[src/rtl/decodifica_hamming_secded.sv]
// Two-stage pipelined Hamming decoder: S1 registers codeword + syndrome/parity,
// S2 registers corrected data and error flags; saturating error counters on delivery.
module decodifica_hamming_secded #(
  parameter  int R      = 4,
  parameter  int SECDED = 1,
  parameter  int CONT_W = 16,
  localparam int N      = (1 << R) - 1,
  localparam int K      = N - R,
  localparam int W      = N + SECDED
) (
  input  logic              clk,
  input  logic              rst_n,
  input  logic              entrada_valida,
  input  logic [W-1:0]      entrada,
  output logic              entrada_pronta,
  output logic              saida_valida,
  input  logic              saida_pronta,
  output logic [K-1:0]      saida,
  output logic [R-1:0]      sindrome,
  output logic              erro_corrigido,
  output logic              erro_duplo,
  input  logic              limpa_contadores,
  output logic [CONT_W-1:0] cont_corrigidos,
  output logic [CONT_W-1:0] cont_duplos
);

  localparam logic [CONT_W-1:0] C_MAX = '1;

  // Codeword index of the j-th data bit (non-power-of-two positions, ascending).
  function automatic int data_pos(input int j);
    int cnt;
    int res;
    cnt = 0;
    res = 0;
    for (int p = 1; p <= N; p++) begin
      if ((p & (p - 1)) != 0) begin
        if (cnt == j) res = p - 1;
        cnt = cnt + 1;
      end
    end
    return res;
  endfunction

  logic              r_v1;
  logic [N-1:0]      r_c1;
  logic [R-1:0]      r_s1;
  logic              r_p1;
  logic              r_v2;
  logic [K-1:0]      r_saida;
  logic [R-1:0]      r_sindrome;
  logic              r_corr;
  logic              r_duplo;
  logic [CONT_W-1:0] r_cont_c;
  logic [CONT_W-1:0] r_cont_d;

  logic              w_adv1;
  logic              w_adv2;
  logic              w_xfer;
  logic [R-1:0]      w_synd;
  logic              w_par;
  logic              w_s_nz;
  logic              w_do_flip;
  logic              w_corr;
  logic              w_dup;
  logic [N-1:0]      w_mask;
  logic [N-1:0]      w_fixed;
  logic [K-1:0]      w_data;

  assign w_adv2         = !r_v2 || saida_pronta;
  assign w_adv1         = !r_v1 || w_adv2;
  assign w_xfer         = r_v2 && saida_pronta;
  assign entrada_pronta = w_adv1;

  always_comb begin
    w_synd = '0;
    for (int p = 1; p <= N; p++) begin
      for (int k = 0; k < R; k++) begin
        if (p[k]) w_synd[k] = w_synd[k] ^ entrada[p-1];
      end
    end
  end

  generate
    if (SECDED != 0) begin : g_par
      assign w_par = ^entrada;
    end else begin : g_nopar
      assign w_par = 1'b0;
    end
  endgenerate

  always_ff @(posedge clk or negedge rst_n) begin
    if (!rst_n) begin
      r_v1 <= 1'b0;
      r_c1 <= '0;
      r_s1 <= '0;
      r_p1 <= 1'b0;
    end else if (w_adv1) begin
      r_v1 <= entrada_valida;
      if (entrada_valida) begin
        r_c1 <= entrada[N-1:0];
        r_s1 <= w_synd;
        r_p1 <= w_par;
      end
    end
  end

  assign w_s_nz = |r_s1;

  // With SECDED, odd overall parity means a single error; s=0 then points at bit N.
  generate
    if (SECDED != 0) begin : g_secded
      assign w_do_flip = r_p1 && w_s_nz;
      assign w_corr    = r_p1;
      assign w_dup     = !r_p1 && w_s_nz;
    end else begin : g_sec
      assign w_do_flip = w_s_nz;
      assign w_corr    = w_s_nz;
      assign w_dup     = 1'b0;
    end
  endgenerate

  generate
    for (genvar gi = 0; gi < N; gi++) begin : g_flip
      assign w_mask[gi] = w_do_flip && (r_s1 == R'(gi + 1));
    end
  endgenerate

  assign w_fixed = r_c1 ^ w_mask;

  generate
    for (genvar gi = 0; gi < K; gi++) begin : g_data
      localparam int P = data_pos(gi);
      assign w_data[gi] = w_fixed[P];
    end
  endgenerate

  always_ff @(posedge clk or negedge rst_n) begin
    if (!rst_n) begin
      r_v2       <= 1'b0;
      r_saida    <= '0;
      r_sindrome <= '0;
      r_corr     <= 1'b0;
      r_duplo    <= 1'b0;
    end else if (w_adv2) begin
      r_v2 <= r_v1;
      if (r_v1) begin
        r_saida    <= w_data;
        r_sindrome <= r_s1;
        r_corr     <= w_corr;
        r_duplo    <= w_dup;
      end
    end
  end

  always_ff @(posedge clk or negedge rst_n) begin
    if (!rst_n) begin
      r_cont_c <= '0;
      r_cont_d <= '0;
    end else if (limpa_contadores) begin
      r_cont_c <= '0;
      r_cont_d <= '0;
    end else if (w_xfer) begin
      if (r_corr && (r_cont_c != C_MAX)) r_cont_c <= r_cont_c + CONT_W'(1);
      if (r_duplo && (r_cont_d != C_MAX)) r_cont_d <= r_cont_d + CONT_W'(1);
    end
  end

  assign saida_valida    = r_v2;
  assign saida           = r_saida;
  assign sindrome        = r_sindrome;
  assign erro_corrigido  = r_corr;
  assign erro_duplo      = r_duplo;
  assign cont_corrigidos = r_cont_c;
  assign cont_duplos     = r_cont_d;

endmodule

[config.mk]
export PLATFORM = sky130hd
export DESIGN_NAME = decodifica_hamming_secded
export DESIGN_NICKNAME = d
export VERILOG_FILES = /design/src/rtl/decodifica_hamming_secded.sv
export SDC_FILE = /design/constraint.sdc
export NUM_CORES = 1
export LEC_CHECK = 0
export ABC_CLOCK_PERIOD_IN_PS = 1600
export CAP_MARGIN = 20
export CORE_AREA = 2 2 113 71
export CTS_BUF_LIST = sky130_fd_sc_hd__clkbuf_4
export CTS_CLUSTER_SIZE = 25
export DETAILED_ROUTE_END_ITERATION = 7
export DIE_AREA = 0 0 115 73
export PLACE_DENSITY = 0.83
export REMOVE_ABC_BUFFERS = 1
export SYNTH_ARGS = -nofsm -noshare
export SYNTH_HDL_FRONTEND = slang
export SYNTH_SLANG_ARGS = --single-unit
[constraint.sdc]
create_clock -name clk -period 1.6 [get_ports clk]
set_input_delay 0.32 -clock clk [delete_from_list [all_inputs] [get_ports clk]]
set_output_delay 0.32 -clock clk [all_outputs]
set_load 0.005 [all_outputs]
# Word-level counts from Yosys, hierarchy flattened
# Index checks and enable logic that the tools add are counted.
[totals]
regBits = 71
word_cells = 99
out_inout_bits = 51
input_bits = 21
[op_classes]
n_eq_ne = 17
n_addsub = 2
n_mux = 6
n_bitwise = 29
n_reduce_logical = 34
[ops]
columns = ["operator", "count"]
rows = [
  ["$mux W16", 6],
  ["$add A16 B1 Y16 const B", 2],
  ["$eq A4 B4 Y1 const B", 8],
  ["$ne A16 B16 Y1 const B", 2],
  ["$xor A1 B1 Y1", 28],
  ["$logic_and A1 B1 Y1", 20],
  ["$eq A4 B3 Y1 const B", 4],
  ["$reduce_xor A16 Y1", 1],
  ["$xor A15 B15 Y15", 1],
  ["$eq A4 B2 Y1 const B", 2],
  ["$reduce_and A2 Y1", 4],
  ["$reduce_bool A2 Y1", 3],
  ["$eq A4 B1 Y1 const B", 1],
  ["$reduce_or A4 Y1", 1],
  ["$logic_not A1 Y1", 3],
  ["$logic_or A1 B1 Y1", 2],
]

# Longest topological paths before layout
# Gate-level depths: netlist of the first run.
[depth]
word_depth = 7
ltp_mapped = 7
ltp_nobuf = 6

# Worst setup path before layout of the first run
# OpenSTA, ideal clock, no wires.
[synth_timing]
path_kind = "flip-flop to flip-flop"
from = "reg r_cont_c[0] (netlist: cont_corrigidos[0])"
to = "reg r_cont_c[5] (netlist: cont_corrigidos[5])"
n_path_buf = 0
setup_slack_ps = -58
required_time_ps = 1468
setup_ps = 132
arrival_time_ps = 1526
stages_incl_launch_ff = 7
path_cell_list = "dfrtp_1 -> ha_1 -> inv_1 -> nor4_4 -> a2111oi_0 -> xnor2_1 -> nor2_1"
[synth_between]
elab_chain_cells = 4
[synth_rtl]
columns = ["element", "line", "text"]
rows = [
  ["start, declared", "53", "logic [CONT_W-1:0] r_cont_c;"],
  ["start signal, assigned", "163", "if (r_corr && (r_cont_c != C_MAX)) r_cont_c <= r_cont_c + CONT_W'(1);"],
  ["$add A16 B1 Y16 or $ne A16 B16 Y1 (tied branches)", "163", ""],
  ["$mux W16 or $logic_and A1 B1 Y1 (tied branches)", "163", ""],
  ["$mux W16 or $reduce_bool A2 Y1 (tied branches)", "n/a", ""],
  ["$mux W16 or $reduce_and A2 Y1 (tied branches)", "n/a", ""],
]
# Parallel ways exist; a longest one is shown, timed or not. The select of a mux whose other input is x is not followed.
# A chain may end at the register's enable or synchronous reset.

# Final worst setup path of the first run
[layout_timing]
from = "reg r_v2 (netlist: saida_valida)"
to = "reg r_cont_c[15] (netlist: cont_corrigidos[15])"
[layout_between]
elab_chain_cells = 3
[layout_rtl]
columns = ["element", "line", "text"]
rows = [
  ["start, declared", "48", "logic r_v2;"],
  ["start signal, assigned", "145", "r_v2 <= r_v1;"],
  ["$logic_and A1 B1 Y1", "71", "assign w_xfer = r_v2 && saida_pronta;"],
  ["$reduce_bool A2 Y1 (no source line)", "n/a", ""],
  ["$reduce_and A2 Y1 (no source line)", "n/a", ""],
]
# Every way passes these cells.

==> results of run 1 <==
worst max-delay path by stage:
stage,startpoint,endpoint
final,saida_valida,cont_corrigidos[15]
after global routing,cont_corrigidos[0],cont_corrigidos[15]
after CTS,cont_corrigidos[4],cont_corrigidos[15]
after detailed placement,entrada[12],r_p1
after global placement,entrada[12],r_p1
after floorplan,cont_duplos[0],cont_duplos[1]
power by group through the flow:
stage                     registers [uW]  logic, uW  clock network (uW)
after floorplan                     2180        594                   0
after global placement              2180       1290                   0
after detailed placement            2200       1340                   0
after CTS                           2160       1330                1230
after global routing                2220       1520                1290
final                               2180       1400                1200
per-layer routing:
metal | share of wire (%) | global-route usage, % | vias up
met1 | 42 | 32.3 | 1596
met4 | 3.5 | 10.0 | 0
li1 | - | - | 1515
met2 | 49 | 41.0 | 126
met5 | 0 | 0 | -
met3 | 5.6 | 6.73 | 35
timing repair:
item,in CTS,in global routing
gates cloned,1,0
pin swaps,25,37
endpoints found under the setup margin,72,59
gates resized for setup,86,76
hold buffers,1,0
setup buffers,34,11
endpoints found under the hold margin,6,0
synthesized netlist by cell type:
master	count	area, um2
sky130_fd_sc_hd__nor4_2	1	12.5
sky130_fd_sc_hd__a41oi_1	1	8.76
sky130_fd_sc_hd__nor3_1	10	50.1
sky130_fd_sc_hd__and2_1	1	6.26
sky130_fd_sc_hd__nor4b_1	1	8.76
sky130_fd_sc_hd__ha_1	2	25.0
sky130_fd_sc_hd__or3_1	1	6.26
sky130_fd_sc_hd__a2111oi_1	2	20.0
sky130_fd_sc_hd__o21ai_1	3	15.0
sky130_fd_sc_hd__nor2_1	51	191
sky130_fd_sc_hd__or4b_1	1	10.0
sky130_fd_sc_hd__nand2_1	16	60.1
sky130_fd_sc_hd__clkbuf_1	8	30.0
sky130_fd_sc_hd__xor2_1	6	52.6
sky130_fd_sc_hd__nor4_1	7	43.8
sky130_fd_sc_hd__nor3b_1	3	22.5
sky130_fd_sc_hd__mux2i_1	3	30.0
sky130_fd_sc_hd__and3_1	3	18.8
sky130_fd_sc_hd__nor4_4	1	21.3
sky130_fd_sc_hd__nand3_1	16	80.1
sky130_fd_sc_hd__a21oi_1	15	75.1
sky130_fd_sc_hd__or4_1	1	7.51
sky130_fd_sc_hd__buf_1	2	7.51
sky130_fd_sc_hd__a211oi_1	7	52.6
sky130_fd_sc_hd__dfrtp_1	67	1680
sky130_fd_sc_hd__nand3b_1	4	30.0
sky130_fd_sc_hd__inv_1	5	18.8
sky130_fd_sc_hd__xnor2_1	51	447
sky130_fd_sc_hd__xnor3_2	2	47.6
sky130_fd_sc_hd__a2111oi_0	1	8.76
sky130_fd_sc_hd__nand4_1	5	31.3
sky130_fd_sc_hd__and4_1	3	26.3
sky130_fd_sc_hd__clkbuf_8	1	13.8
sky130_fd_sc_hd__mux2_2	17	191
sky130_fd_sc_hd__nand2b_1	6	37.5
sky130_fd_sc_hd__xnor2_2	1	16.3
sky130_fd_sc_hd__o41ai_1	1	8.76
sky130_fd_sc_hd__o21ai_0	5	25.0
sky130_fd_sc_hd__buf_2	3	15.0
layout make-up:
type / count / share of cell area [%]
clock inverter: 6 / 1.46
tap: 94 / 2.11
clock buffer: 9 / 1.21
multi-input combinational: 248 / 36.2
timing repair buffer: 183 / 28.6
inverter: 5 / 0.337
sequential: 67 / 30.1
state kept, by name (all words and copies together) (netlist names):
| register | count |
|---|---|
| cont_duplos | 16 |
| erro_corrigido | 1 |
| r_p1 | 1 |
| erro_duplo | 1 |
| r_c1 | 11 |
| r_s1 | 4 |
| cont_corrigidos | 16 |
| r_v1 | 1 |
| saida_valida | 1 |
| sindrome | 4 |
| saida | 11 |
cells by family after synthesis:
| group | after synthesis |
|---|---|
| buffers and inverters | 19 |
| AOI/OAI and AO/OA | 35 |
| and+or+nand+nor | 131 |
| muxes | 20 |
| DFF | 67 |
| xor gates and xnor gates | 60 |
| adders and majority gates | 2 |
worst max-delay path: stages (launching register included):
cell                      delay (ns)
sky130_fd_sc_hd__dfrtp_1        0.41
sky130_fd_sc_hd__buf_6          0.12
sky130_fd_sc_hd__nand3_1        0.13
sky130_fd_sc_hd__nor4_2         0.37
sky130_fd_sc_hd__or4b_1         0.49
sky130_fd_sc_hd__xor2_1         0.18
sky130_fd_sc_hd__nor2_1         0.13
metrics by stage:
| step | std cells | setup slack (ns) |
|---|---|---|
| 2_1_floorplan | 320 | -0.589 |
| 6_report | 612 | -0.275 |
| 5_1_grt | 612 | -0.308 |
| 4_1_cts | 602 | -0.131 |
| 3_5_place_dp | 556 | -0.616 |
| 3_3_place_gp | 556 | -0.541 |
==> impl_metrics.yaml, run 1 <==
cells_and_area:
  register_area_mm2: 0.00168
  final_core_util_pct: 74.2
  post-route-cell-area_mm2: 0.00557
  num-nets-final: 537
  layout_commonest_cell: "sky130_fd_sc_hd__buf_4"
  drive_gt1_share_pct: 37.8
  n_fill_cell: 512
  multi_input_comb_area_mm2: 0.00202
  area_delta_synth_final_pct: 61.5
  antenna_cells: 0
  final_cell_mix: "90 x sky130_fd_sc_hd__buf_4, 67 x sky130_fd_sc_hd__dfrtp_1, 50 x sky130_fd_sc_hd__xnor2_1"
floorplanning:
  ioPinCount: 72
  floorplan.die_area_mm2: 0.00840
  floorplan.initialDensity_pct: 45.9
  fp.dieH_um: 73
  core_area_mm2: 0.00751
  chipWidth_um: 115
  core.rowCount: 25
route:
  drt-wirelength-per-cell_um: 17.3
  ant_nets: 0
  via_per_inst: 5.35
  dr.pass1.iters: 4
  drc: 0
  routed_wl_um: 10600
  detailroute.via_count: 3272
  drt_iter0_drc: 276
global_route:
  antenna_found_initial: 0
  grt_pass1_wl_um: 16100
  largest_net_degree_at_the_start_of_global_routing: 62
  first_global_vias: 3355
  gr-usage-all-layers_pct: 25.1
  grt_overflow_total: 0
timing:
  final.period_utilization_pct: 117
  final.setup.tns_ns: -2.04
  report.final.setup_viol: 23
  fin_worst_skew_ns: 0.0197
  fin_worst_hold_slack_ns: 0.291
  worst_case_setup_margin_in_the_final_layout_ns: -0.275
  worst_pin_slew_ns: 0.424
  maxSlewViolCount: 0
  final_hold_viol_count: 0
  clock.fmax_ghz: 0.533
  grt_setup_unrepaired: "yes"
  timing.slew.headroom_pct: 71.3
  finalWorstPathRequiredPeriod_ns: 1.88
synth:
  number_of_standard_cells_after_synthesis: 334
  post_synth_mux_area_share_pct: 6.42
  post_synthesis_cell_type_count: 39
  synth-seq-cells: 67
  synthAdderAreaFrac_pct: 0.725
  synth_sequential_area_ratio_pct: 48.6
  synth_xor_xnor_area_share_pct: 16.3
  per_instance_average_area_after_synthesis_um2: 10.3
  synthesis.yosys.warnings: 0
  synth_simple_gate_area_share_pct: 19.3
  synth_area_mm2: 0.00345
  combinational_family_with_the_most_area_after_synthesis: "simple AND/OR/NAND/NOR gates"
  compound_gate_fraction_of_synth_area_pct: 6.20
setup_path:
  worst-setup-path-type: "reg -> reg"
  maximum_fanout_along_the_worst_path: 3
  regToRegEndpoint: "cont_corrigidos[15]"
  reg2reg_depth: 6
  rr_startpoint: "saida_valida"
  ff2ff_setup_slack_ns: -0.28
  cp-start-kind: "flip-flop"
  critPathArrivalTime_ns: 2.22
  worst_ep_required_time_ns: 1.94
  endpoint_kind: "flip-flop"
status:
  violated_checks: "setup timing"
  run_status: "finished with violations"
power:
  power_frac_seq_pct: 45.6
  leakage_uw: 0.00254
  power_density_mw_per_mm2: 857
  cellInternalPower_uw: 3330
  combinationalPowerShare_pct: 29.3
  post-layout-total-power_uw: 4770
  power.share.clock_pct: 25.1
  total_switching_power_uw: 1440
  p_sw_share_pct: 30.2
  worst_ir_drop_vdd_mv: 0.412
placement:
  post_dp_cell_area_mm2: 0.00476
  port_buf_inserts: 71
  place_hpwl_um: 6550
  gp_congestion: 0.872
run:
  max_cap_violations: 0
min_path:
  min_path_type: "in -> async"
clocking:
  htree_depth: 3
  cts-buffers-inserted: 9
  number_of_sinks_handled_by_clock_tree_synthesis: 67
  clockRootBuffer: "sky130_fd_sc_hd__clkbuf_4"
  tritoncts: "done"
  clock_tree_buffer_depth: 2
  clock_insertion_delay_worst_skew_ns: 0.41
  clock_transition_at_the_registers_of_the_reported_paths_ns: 0.12
(Power assumes the default switching activity.)
==> run 2, diff against run 1 <==
ABC_CLOCK_PERIOD_IN_PS = 1800   (was 1600)
CORE_AREA = 2 2 108 68   (was 2 2 113 71)
CTS_CLUSTER_DIAMETER = 50   (was not set)
DIE_AREA = 0 0 110 70   (was 0 0 115 73)
PLACE_DENSITY = 0.87   (was 0.83)
clock period = 1.8 ns   (was 1.6 ns; I/O delays follow)
==> run 2 against run 1 <==
  * The flow now finishes without violations
  * Register-to-register slack better by 0.34 ns
  * Non-clock buffer count is 54 lower
  * Sequential cell count stayed put
  * Clock power is 28% lower
  * Power is 16% lower
  * Design area is 12% lower
  * Sequential share of layout area is 4.2 points higher
  * Hold slack better by 0.12 ns
  * Clock skew is 0.0011 ns lower
  * Die area is 8.3% lower
  * Count of clock-buffer cells in the layout is 2 higher
==> impl_metrics.yaml, run 2 (synthesized netlist as in run 1, its figures left out) <==
placement:
  dp_worst_setup_slack_ns: -0.436
  post_dp_cell_area_mm2: 0.00459
  place_hpwl_um: 6490
  port_buf_inserts: 71
  gp_congestion: 0.883
clocking:
  clockRootBuffer: "sky130_fd_sc_hd__clkbuf_4"
  clock_tree_buffer_depth: 2
  htree_depth: 3
  clock_transition_at_the_registers_of_the_reported_paths_ns: 0.11
  cts-buffers-inserted: 9
  number_of_sinks_handled_by_clock_tree_synthesis: 67
  tritoncts: "done"
  clock_insertion_delay_worst_skew_ns: 0.43
timing:
  report.final.setup_viol: 0
  fin_worst_hold_slack_ns: 0.412
  final.period_utilization_pct: 97.4
  final.setup.tns_ns: 0
  final_hold_viol_count: 0
  worst_case_setup_margin_in_the_final_layout_ns: 0.0471
  finalWorstPathRequiredPeriod_ns: 1.75
  grt_setup_unrepaired: "yes"
  maxSlewViolCount: 0
  worst_pin_slew_ns: 0.487
  timing.slew.headroom_pct: 67.5
  fin_worst_skew_ns: 0.0186
  clock.fmax_ghz: 0.570
route:
  drc: 0
  drt-wirelength-per-cell_um: 15.7
  via_per_inst: 5.26
  routed_wl_um: 8730
  drt_iter0_drc: 141
  ant_nets: 0
  dr.pass1.iters: 4
  detailroute.via_count: 2924
power:
  power_density_mw_per_mm2: 820
  worst_ir_drop_vdd_mv: 0.607
  leakage_uw: 0.00211
floorplanning:
  floorplan.initialDensity_pct: 50.2
  core.rowCount: 24
  core_area_mm2: 0.00688
  fp.dieH_um: 70
  ioPinCount: 72
  chipWidth_um: 110
  floorplan.die_area_mm2: 0.00770
cells_and_area:
  n_fill_cell: 520
  final_cell_mix: "61 x sky130_fd_sc_hd__dfrtp_1, 57 x sky130_fd_sc_hd__clkdlybuf4s50_1, 51 x sky130_fd_sc_hd__nor2_1, 51 x sky130_fd_sc_hd__buf_4, 50 x sky130_fd_sc_hd__xnor2_1"
  area_delta_synth_final_pct: 42.4
  layout_commonest_cell: "sky130_fd_sc_hd__dfrtp_1"
  post-route-cell-area_mm2: 0.00491
  num-nets-final: 483
  antenna_cells: 0
  drive_gt1_share_pct: 24.9
setup_path:
  maximum_fanout_along_the_worst_path: 4
  worst_ep_required_time_ns: 1.44
  reg2reg_depth: 6
  cp-start-kind: "input port"
  endpoint_kind: "primary output"
  worst-setup-path-type: "in -> out"
  critPathArrivalTime_ns: 1.39
global_route:
  antenna_found_initial: 0
  largest_net_degree_at_the_start_of_global_routing: 33
  first_global_vias: 2901
  gr-usage-all-layers_pct: 24.6
  grt_pass1_wl_um: 14300
  grt_overflow_total: 0
min_path:
  min_path_type: "in -> async"
run:
  max_cap_violations: 0
status:
  run_status: "complete, no violations"
run 2: power breakdown:
group          internal [uW]  leakage [uW]  switching [uW]
combinational            718       0.00120             497
clock                    308     0.0000643             558
sequential              1720      0.000842             221
total                   2750       0.00211            1280
run 2: metal layers:
layer | wire (um) | global-route usage [%] | vias to the layer above
li1 | - | - | 1413
met1 | 4000 | 35.4 | 1428
met2 | 4140 | 37.1 | 74
met3 | 514 | 6.63 | 9
met4 | 77 | 6.33 | 0
met5 | 0 | 0 | -
run 2: per-stage QoR:
step / utilization (%) / power [uW] / cells
2_1_floorplan: - / 2460 / 320
3_3_place_gp: 66.7 / 3090 / 525
3_5_place_dp: 66.7 / 3160 / 525
4_1_cts: 69.1 / 4020 / 547
5_1_grt: 71.4 / 4240 / 556
6_report: 71.4 / 4030 / 556
run 2: path summary, 6_finish.rpt:
| path | start | endpoint | slack [ns] |
|---|---|---|---|
| max | saida_pronta | entrada_pronta | 0.05 |
| min | rst_n | saida[0] | 0.41 |
| max reg2reg | cont_corrigidos[4] | cont_corrigidos[0] | 0.06 |
| min reg2reg | r_v1 | saida_valida | 0.51 |
| max in group asynchronous | rst_n | r_p1 | 0.88 |
| min in group clk | r_v1 | saida_valida | 0.51 |
run 2: area by class of cell:
| class | instances | area [um2] | share of cell area, % |
|---|---|---|---|
| repair buffers | 129 | 1220 | 24.9 |
| clock buffers | 11 | 82.6 | 1.68 |
| flip-flops and latches | 67 | 1680 | 34.3 |
| clock inverters | 5 | 30.0 | 0.611 |
| inverters | 5 | 18.8 | 0.382 |
| well taps | 91 | 114 | 2.32 |
| multi-input cells | 248 | 1760 | 35.8 |
run 2: what timing repair did:
action | in CTS | in global routing
hold buffers | 1 | 0
pin swaps | 0 | 6
gates resized for setup | 8 | 30
endpoints found under the setup margin | 11 | 39
hold endpoints to repair | 16 | 0
setup buffers | 5 | 9
cloned | 0 | 0
run 2: critical path, stage by stage:
cell and delay, ns:
sky130_fd_sc_hd__clkdlybuf4s50_1 0.44, sky130_fd_sc_hd__buf_4 0.16, sky130_fd_sc_hd__nand3b_1 0.20, sky130_fd_sc_hd__clkdlybuf4s15_1 0.23
